**config.mk**
```make
export PLATFORM = sky130hd
export DESIGN_NAME = fetch_sequencer_flat
export DESIGN_NICKNAME = d
export VERILOG_FILES = /design/src/rtl/cpu_pkg.sv /design/src/rtl/fetch_sequencer_if.sv /design/src/rtl/fetch_sequencer_pc.sv /design/src/rtl/fetch_sequencer.sv /design/src/flat_wrapper.sv
export SDC_FILE = /design/constraint.sdc
export NUM_CORES = 1
export LEC_CHECK = 0
export CORE_MARGIN = 5
export CORE_UTILIZATION = 30
export DETAILED_ROUTE_END_ITERATION = 7
export PLACE_DENSITY_LB_ADDON = 0.15
export SKIP_LAST_GASP = 1
export SYNTH_ARGS = -nofsm -noshare
export SYNTH_HDL_FRONTEND = slang
export SYNTH_HIERARCHICAL = 1
export SYNTH_SLANG_ARGS = --single-unit
```
**constraint.sdc**
```tcl
create_clock -name clock -period 2.47 [get_ports clock]
set_input_delay 0.247 -clock clock [delete_from_list [all_inputs] [get_ports clock]]
set_output_delay 0.247 -clock clock [all_outputs]
set_load 0.02 [all_outputs]
```
**src/rtl/cpu_pkg.sv**
```systemverilog
// Shared processor constants: address width, fetch sequencer state
// encoding and the default exception vector.
package cpu_pkg;

  localparam int ADDR_W = 12;

  localparam logic [ADDR_W-1:0] EXC_VECTOR_DEFAULT = 12'd4095;

  typedef enum logic [1:0] {
    ST_BOOT    = 2'd0,
    ST_RUN     = 2'd1,
    ST_MD_WAIT = 2'd2,
    ST_HALTED  = 2'd3
  } fs_state_t;

endpackage

```
**src/rtl/fetch_sequencer_if.sv**
```systemverilog
// Control bundle between decode/execute and the fetch sequencer.
//
// Request/response semantics: exception, jump, branch_taken, md_start and
// halt_instr are level requests sampled in the cycle they are high; there is
// no back-pressure handshake. The sequencer answers in the same cycle with
// flush/stall/md_timeout (combinational) and the chosen PC appears on
// pc_addr after the next rising clock edge. md_ready is only looked at while
// the sequencer waits on a mult/div operation. dbg_state mirrors the FSM.
interface fetch_sequencer_if;
  import cpu_pkg::*;

  logic              exception;
  logic              jump;
  logic [ADDR_W-1:0] jump_target;
  logic              branch_taken;
  logic [ADDR_W-1:0] branch_target;
  logic              md_start;
  logic              md_ready;
  logic              halt_instr;
  logic [ADDR_W-1:0] pc_addr;
  logic              fetch_valid;
  logic              flush;
  logic              stall;
  logic              md_timeout;
  logic              halted;
  fs_state_t         dbg_state;

  // Decode/execute side: raises requests, observes the front end.
  modport master (
    output exception, jump, jump_target, branch_taken, branch_target,
           md_start, md_ready, halt_instr,
    input  pc_addr, fetch_valid, flush, stall, md_timeout, halted, dbg_state
  );

  // Sequencer side.
  modport slave (
    input  exception, jump, jump_target, branch_taken, branch_target,
           md_start, md_ready, halt_instr,
    output pc_addr, fetch_valid, flush, stall, md_timeout, halted, dbg_state
  );

endinterface

```
**src/rtl/fetch_sequencer_pc.sv**
```systemverilog
// Program counter register: asynchronous clear to zero, load on enable.
module pc
  import cpu_pkg::*;
#(
  parameter int W = ADDR_W
) (
  input  logic         clock,
  input  logic         reset,
  input  logic         i_en,
  input  logic [W-1:0] i_d,
  output logic [W-1:0] o_q
);

  logic [W-1:0] r_q;

  // Hold the PC unless a new value is loaded this cycle.
  always_ff @(posedge clock or posedge reset) begin
    if (reset) begin
      r_q <= '0;
    end else if (i_en) begin
      r_q <= i_d;
    end
  end

  assign o_q = r_q;

endmodule

```
**src/rtl/fetch_sequencer.sv**
```systemverilog
// Fetch sequencer: picks hold / advance / redirect for the PC every cycle,
// parks the front end during mult/div and bounds that wait with a timeout.
module fetch_sequencer
  import cpu_pkg::*;
#(
  parameter logic [ADDR_W-1:0] EXC_VECTOR = EXC_VECTOR_DEFAULT,
  parameter int                MD_TIMEOUT = 64
) (
  input  logic              clock,
  input  logic              reset,
  fetch_sequencer_if.slave  bus
);

  // Counter only ever needs to reach MD_TIMEOUT-1.
  localparam int CNT_W = (MD_TIMEOUT > 1) ? $clog2(MD_TIMEOUT) : 1;
  localparam logic [CNT_W-1:0] CNT_LIMIT = CNT_W'(MD_TIMEOUT - 1);

  fs_state_t         r_state;
  logic [CNT_W-1:0]  r_cnt;
  logic              r_fetch_valid;
  logic              r_halted;

  logic [ADDR_W-1:0] w_pc;
  logic [ADDR_W-1:0] w_pc_inc;
  logic [ADDR_W-1:0] w_pc_next;
  logic              w_pc_en;
  logic              w_flush;
  logic              w_stall;
  logic              w_md_timeout;
  logic              w_redirect;
  logic              w_cnt_at_limit;

  assign w_pc_inc       = w_pc + ADDR_W'(1);
  assign w_redirect     = bus.exception | bus.jump | bus.branch_taken;
  assign w_cnt_at_limit = (r_cnt == CNT_LIMIT);

  // Next-PC selection and same-cycle pipeline control.
  always_comb begin
    w_pc_en      = 1'b0;
    w_pc_next    = w_pc;
    w_flush      = 1'b0;
    w_stall      = 1'b0;
    w_md_timeout = 1'b0;
    case (r_state)
      ST_RUN: begin
        if (bus.exception) begin
          w_pc_en   = 1'b1;
          w_pc_next = EXC_VECTOR;
          w_flush   = 1'b1;
        end else if (bus.jump) begin
          w_pc_en   = 1'b1;
          w_pc_next = bus.jump_target;
          w_flush   = 1'b1;
        end else if (bus.branch_taken) begin
          w_pc_en   = 1'b1;
          w_pc_next = bus.branch_target;
          w_flush   = 1'b1;
        end else if (bus.md_start) begin
          w_stall = 1'b1;
        end else if (bus.halt_instr) begin
          w_pc_en = 1'b0;
        end else begin
          w_pc_en   = 1'b1;
          w_pc_next = w_pc_inc;
        end
      end
      ST_MD_WAIT: begin
        // A result arriving on the last allowed cycle still counts.
        if (bus.md_ready) begin
          w_pc_en   = 1'b1;
          w_pc_next = w_pc_inc;
        end else if (w_cnt_at_limit) begin
          w_pc_en      = 1'b1;
          w_pc_next    = EXC_VECTOR;
          w_flush      = 1'b1;
          w_md_timeout = 1'b1;
        end else begin
          w_stall = 1'b1;
        end
      end
      default: begin
        w_pc_en = 1'b0;
      end
    endcase
  end

  // Sequencer FSM with its wait counter and registered status outputs.
  always_ff @(posedge clock or posedge reset) begin
    if (reset) begin
      r_state       <= ST_BOOT;
      r_cnt         <= '0;
      r_fetch_valid <= 1'b0;
      r_halted      <= 1'b0;
    end else begin
      case (r_state)
        ST_BOOT: begin
          r_state       <= ST_RUN;
          r_fetch_valid <= 1'b1;
        end
        ST_RUN: begin
          if (!w_redirect) begin
            if (bus.md_start) begin
              r_state <= ST_MD_WAIT;
              r_cnt   <= '0;
            end else if (bus.halt_instr) begin
              r_state       <= ST_HALTED;
              r_fetch_valid <= 1'b0;
              r_halted      <= 1'b1;
            end
          end
        end
        ST_MD_WAIT: begin
          if (!w_cnt_at_limit) begin
            r_cnt <= r_cnt + CNT_W'(1);
          end
          if (bus.md_ready || w_cnt_at_limit) begin
            r_state <= ST_RUN;
          end
        end
        default: begin
          r_state <= ST_HALTED;
        end
      endcase
    end
  end

  pc #(.W(ADDR_W)) u_pc (
    .clock (clock),
    .reset (reset),
    .i_en  (w_pc_en),
    .i_d   (w_pc_next),
    .o_q   (w_pc)
  );

  assign bus.pc_addr     = w_pc;
  assign bus.fetch_valid = r_fetch_valid;
  assign bus.flush       = w_flush;
  assign bus.stall       = w_stall;
  assign bus.md_timeout  = w_md_timeout;
  assign bus.halted      = r_halted;
  assign bus.dbg_state   = r_state;

endmodule

```
**src/flat_wrapper.sv**
```systemverilog
// flat-port wrapper written by rule: the top's interface ports become plain ports
module fetch_sequencer_flat import cpu_pkg::*;
#(
  parameter logic [ADDR_W-1:0] EXC_VECTOR = EXC_VECTOR_DEFAULT,
  parameter int                MD_TIMEOUT = 64
)
  (clock, reset, bus_exception, bus_jump, bus_jump_target, bus_branch_taken, bus_branch_target, bus_md_start, bus_md_ready, bus_halt_instr, bus_pc_addr, bus_fetch_valid, bus_flush, bus_stall, bus_md_timeout, bus_halted, bus_dbg_state);
  fetch_sequencer_if bus_i ();
  input  logic clock;
  input  logic reset;
  input wire logic [$bits(bus_i.exception)-1:0] bus_exception;
  input wire logic [$bits(bus_i.jump)-1:0] bus_jump;
  input wire logic [$bits(bus_i.jump_target)-1:0] bus_jump_target;
  input wire logic [$bits(bus_i.branch_taken)-1:0] bus_branch_taken;
  input wire logic [$bits(bus_i.branch_target)-1:0] bus_branch_target;
  input wire logic [$bits(bus_i.md_start)-1:0] bus_md_start;
  input wire logic [$bits(bus_i.md_ready)-1:0] bus_md_ready;
  input wire logic [$bits(bus_i.halt_instr)-1:0] bus_halt_instr;
  output wire logic [$bits(bus_i.pc_addr)-1:0] bus_pc_addr;
  output wire logic [$bits(bus_i.fetch_valid)-1:0] bus_fetch_valid;
  output wire logic [$bits(bus_i.flush)-1:0] bus_flush;
  output wire logic [$bits(bus_i.stall)-1:0] bus_stall;
  output wire logic [$bits(bus_i.md_timeout)-1:0] bus_md_timeout;
  output wire logic [$bits(bus_i.halted)-1:0] bus_halted;
  output wire logic [$bits(bus_i.dbg_state)-1:0] bus_dbg_state;
  assign bus_i.exception = bus_exception;
  assign bus_i.jump = bus_jump;
  assign bus_i.jump_target = bus_jump_target;
  assign bus_i.branch_taken = bus_branch_taken;
  assign bus_i.branch_target = bus_branch_target;
  assign bus_i.md_start = bus_md_start;
  assign bus_i.md_ready = bus_md_ready;
  assign bus_i.halt_instr = bus_halt_instr;
  assign bus_pc_addr = bus_i.pc_addr;
  assign bus_fetch_valid = bus_i.fetch_valid;
  assign bus_flush = bus_i.flush;
  assign bus_stall = bus_i.stall;
  assign bus_md_timeout = bus_i.md_timeout;
  assign bus_halted = bus_i.halted;
  assign bus_dbg_state = bus_i.dbg_state;
  fetch_sequencer #(.EXC_VECTOR(EXC_VECTOR), .MD_TIMEOUT(MD_TIMEOUT)) u_core (.clock(clock), .reset(reset), .bus(bus_i));
endmodule
```
# After elaboration in Yosys (flattened, before gate mapping)
# Cells that the tools add are included.
# op_classes
bitwise	4
reduce_logical	9
n_eq_ne	13
add_sub_neg	2
n_mux	42
# op_table
operator	n
two-way mux 12 bit	7
case mux 12 bit (2 select lines)	1
two-way mux 1 bit	21
two-way mux 6 bit	3
adder 12 x 1 -> 12 bit, second input constant	1
case mux 6 bit (2 select lines)	1
AND reduction 4 bit	3
inequality test 2 bit, second input constant	5
inequality test 5 bit, second input constant	2
two-way mux 2 bit	4
case mux 1 bit (2 select lines)	4
adder 6 x 1 -> 6 bit, second input constant	1
equality test 6 bit, second input constant	1
case mux 2 bit (3 select lines)	1
AND reduction 5 bit	1
nonzero test 2 bit	2
inequality test 3 x 2 -> 1 bit, second input constant	1
inequality test 3 bit, second input constant	1
AND reduction 3 bit	1
equality test 2 x 1 -> 1 bit, second input constant	1
equality test 2 bit, second input constant	1
zero test 2 bit	1
inequality test 2 x 1 -> 1 bit, second input constant	1
NOT 1 bit	2
other kinds (2)	3
# word_totals
elab_cells	75
in_bits	32
ff_bits	22
out_inout_bits	19

# Depth between registers and ports, before layout
# logic_depth
ltp_word	7
depth_mapped	9
mapped_depth_nobuf	8

# Cells and area by module
# The synthesis kept the hierarchy.
# modules_own_cells
mod	cells_each	seq_area_each_um2	area_each_um2	instances
fetch_sequencer	232	250.2	1642.8	1
pc	26	300.3	488.0	1

# Least setup slack after synthesis
# No wires, ideal clock.
# synth_timing
path_type	register to register
startpoint	reg u_core.r_state[0], in the netlist u_core/bus.dbg_state[0]
endpoint	reg u_core.u_pc.r_q[0], in the netlist u_core/u_pc/o_q[0]
stages_incl_launch_ff	9
path_slack_ps	39
n_path_buf	3
setup_ps	125
required_time_ps	2345
arrival_ps	2306
synth_period_minus_slack_ps	2431
cell_sequence	dfrtp_1 inv_1 ha_1 clkbuf_1 clkbuf_1 o21ai_0 a21oi_1 buf_6 mux2_4
# synth_via
elab_chain_cells	3
word_cells_on_any_way	9
cone_classes	5 x eq/ne; 2 x mux; 2 x reduce/logical
# synth_rtl
element	line_no	rtl
start: declaration	fetch_sequencer.sv:18	fs_state_t r_state;
start signal: assignment	fetch_sequencer.sv:90	r_state <= ST_BOOT;
start signal: assignment	fetch_sequencer.sv:97	r_state <= ST_RUN;
start signal: assignment	fetch_sequencer.sv:103	r_state <= ST_MD_WAIT;
equality test 2 bit / equality test 2 x 1 -> 1 bit (equally long branches)	fetch_sequencer.sv:44	case (r_state)
case mux 1 bit (2 select lines) *	fetch_sequencer.sv:44	
net u_core.w_pc_en	fetch_sequencer.sv:26	logic w_pc_en;
AND reduction 5 bit (no source line) *	-	
end signal: assignment	fetch_sequencer_pc.sv:21	r_q <= i_d;
end: declaration	fetch_sequencer_pc.sv:14	logic [W-1:0] r_q;
# The timed path passes the listed nets; every way through them passes the cells marked *.
# A chain may end at the register's enable or synchronous reset.

# Worst setup path after layout
# layout_timing
startpoint	in bus_jump
endpoint	out bus_stall
# layout_via
elab_chain_cells	3
# layout_rtl
element	line_no	rtl
start: declaration	flat_wrapper.sv:12	input wire logic [$bits(bus_i.jump)-1:0] bus_jump;
two-way mux 1 bit	fetch_sequencer.sv:50	end else if (bus.jump) begin
two-way mux 1 bit	fetch_sequencer.sv:46	if (bus.exception) begin
case mux 1 bit (2 select lines)	fetch_sequencer.sv:44	
end: declaration	flat_wrapper.sv:22	output wire logic [$bits(bus_i.stall)-1:0] bus_stall;
# No other way between the ends.

==> flow_summary.ini <==
[synthesis]
syn-num-nets = 296
yosysUniqueCellTypes = 57
synthArstFlopShare = 1.00
ys_ff_latch = 22
synth-edff-count = 0
synthFlopType = dfrtp_1
syn_area_per_cell_um2 = 8.26
syn_area_um2 = 2130
netlist_instances = 258
synth_warnings = 6
seq_area_frac_synth = 0.258

[grt]
antenna_found_initial = 0
grt_pass1_vias = 2146
grt_pass1_wl_um = 11300
grt-ovfl-total = 0
grt_max_degree = 21
grt_usage = 0.158

[pwr]
p_per_area_nw_per_um2 = 1180
finalPower_mw = 3.46
leakage_nw = 1.17
ir_worst_vdd_uv = 546

[route]
detail-route-antenna-nets = 0
drtIter0Drc = 194
drt-total-wl_um = 6940
vias = 2168
wl_per_cell_um = 16.8
drc = 0
drt_pass1_iterations = 4
viasPerCell = 5.24

[timing]
final_hold_viol_count = 0
hold_slack_ns = 0.294
layout_min_cycle_time_ns = 2.38
skew_ns = 0.00929
fin_crit_sh = 0.963
fmax_mhz = 420
rsz0062_at_grt = true
worstMarginPinSlew_ns = 0.541
timing.final.max_slew_violations = 0
fin_ws_ns = 0.0903
max-slew-margin-rel = 0.639
finalSetupViolations = 0

[clocking]
clk_pin_slew_ns = 0.10
cts_max_path_buffers = 2
insertion_delay_ns = 0.27
cts-root-buf = clkbuf_8
cts_hold_buf = 0
numCtsBuffers = 3
cts.sinks = 22
cts_tree = yes
htree_levels = 1

[run_status]
outcome = finished, final reports clean

[cells_and_area]
final_cell_mix = clkdlybuf4s50_1 (50), buf_4 (24), a21oi_1 (24), dfrtp_1 (22), nand2_1 (21)
post_route_cells_drive_above_1_share = 0.170
fin_area_um2 = 2950
final_core_util = 0.429
antenna_cells = 0
area_growth_pct = 38.3
final_common_cell = clkdlybuf4s50_1
nets = 357

[placed_design]
gp_congestion = 0.896
hpwl_um = 5290
dpl-instance-area_um2 = 2870
io_buffers = 50
post-place-ws_ns = 0.0715

[run]
maxCapViolCount = 0

[floorplanning]
dieHeight_um = 94.3
fp-row-count = 30
pin_count = 51
core_area_um2 = 6870
initial_utilization = 0.310
die_area_um2 = 8890
die_w_um = 94.3

[worst_setup_path]
path_class = input pin to primary output
critPathLaunchType = input pin
r2r_slack_ns = 0.29
path_max_fanout = 7
cp.required_ns = 2.22
cp-end-kind = primary output
r2r-start = u_core/bus.dbg_state[0]
ff2ff_path_depth = 8
reg2reg_to = u_core/u_pc/o_q[7]
arrival_ns = 2.13

[hold_path]
hp-class = input pin to asynchronous set/reset pin
## per-stage QoR
stage | TNS (ns) | cells
floorplan | 0 | 258
global placement | 0 | 410
detailed placement | 0 | 410
CTS | 0 | 414
global route | -0.00989 | 414
finish | 0 | 414
## timing repair
item	CTS	global route
endpoints found under the setup margin	0	2
resized for setup	0	3
buffers inserted	0	0
## power breakdown
part | leakage [nW] | total [mW] | switching, mW | internal (mW)
Sequential | 0.269 | 0.711 | 0.187 | 0.524
Clock | 0.0357 | 0.353 | 0.137 | 0.217
Combinational | 0.865 | 2.40 | 1.29 | 1.11
Total | 1.17 | 3.46 | 1.61 | 1.86
## cell usage after synthesis, drive strengths merged, types with 2 or more instances
cell type,n,area share
xor2,11,0.045
nand4,6,0.018
o211ai,4,0.014
a2111oi,3,0.021
nand2b,4,0.012
o21ai,19,0.045
nor2b,3,0.0088
a221o,3,0.014
o221ai,6,0.025
mux2i,3,0.014
mux2,13,0.086
a22oi,3,0.011
clkbuf,14,0.025
xnor2,6,0.025
dfrtp,22,0.26
a21oi,25,0.060
inv,10,0.018
a21o,2,0.011
nand2,21,0.037
ha,6,0.035
nor4,3,0.0088
o21a,2,0.0070
o311ai,2,0.0082
nor2,16,0.028
nor3,14,0.033
a211oi,4,0.021
nand3,9,0.021
buf,5,0.015
## how the worst max path moves through the flow
| stage | depth (start not counted) | startpoint | end | slack (ns) |
|---|---|---|---|---|
| floorplan | 8 | u_core/bus.dbg_state[0] | u_core/u_pc/o_q[0] | 0.04 |
| global placement | 7 | bus_md_start | u_core/u_pc/o_q[7] | 0.11 |
| detailed placement | 7 | bus_md_start | u_core/u_pc/o_q[7] | 0.07 |
| CTS | 5 | u_core/bus.dbg_state[0] | bus_stall | 0.04 |
| global route | 5 | bus_jump | bus_stall | -0.01 |
| finish | 5 | bus_jump | bus_stall | 0.09 |
## sequential cells by signal, indices dropped and copies added, names as in the netlist
| signal | count |
|---|---|
| u_core/bus.fetch_valid | 1 |
| u_core/r_cnt | 6 |
| u_core/bus.halted | 1 |
| u_core/bus.dbg_state | 2 |
| u_core/u_pc/o_q | 12 |
## critical path, stage by stage
cell	delay [ns]
clkdlybuf4s50_1	0.56
nor3_1	0.33
nand3_1	0.19
a21oi_1	0.18
clkdlybuf4s50_1	0.62
## area by class of cell
cell class                      instances  area, um^2
Clock inverter                          1        30.0
Timing Repair Buffer                   75         701
Inverter                               11        41.3
Tap cell                               96         120
Sequential cell                        22         551
Clock buffer                            3        41.3
Multi-Input combinational cell        206        1460
Fill cell                             716        3920
## per-layer routing
metal	track usage	share of wire	vias to the layer above
li1	-	-	1086
met1	0.235	0.48	1001
met2	0.236	0.42	74
met3	0.0248	0.081	7
met4	0.0349	0.011	0
met5	0	0	-
## logic make-up (layout without fill, tap and decap cells)
logic type / count (synthesis) / in the layout / share of synthesized area
AO/OA/AOI/OAI: 84 / 84 / 0.282
AND/OR/NAND/NOR: 83 / 83 / 0.195
buffers and inverters: 30 / 90 / 0.0593
flip-flops: 22 / 22 / 0.258
XOR/XNOR: 17 / 17 / 0.0699
multiplexers: 16 / 16 / 0.100
adder cells (fa/ha/maj): 6 / 6 / 0.0352
Power figures use the tool's default switching activity.
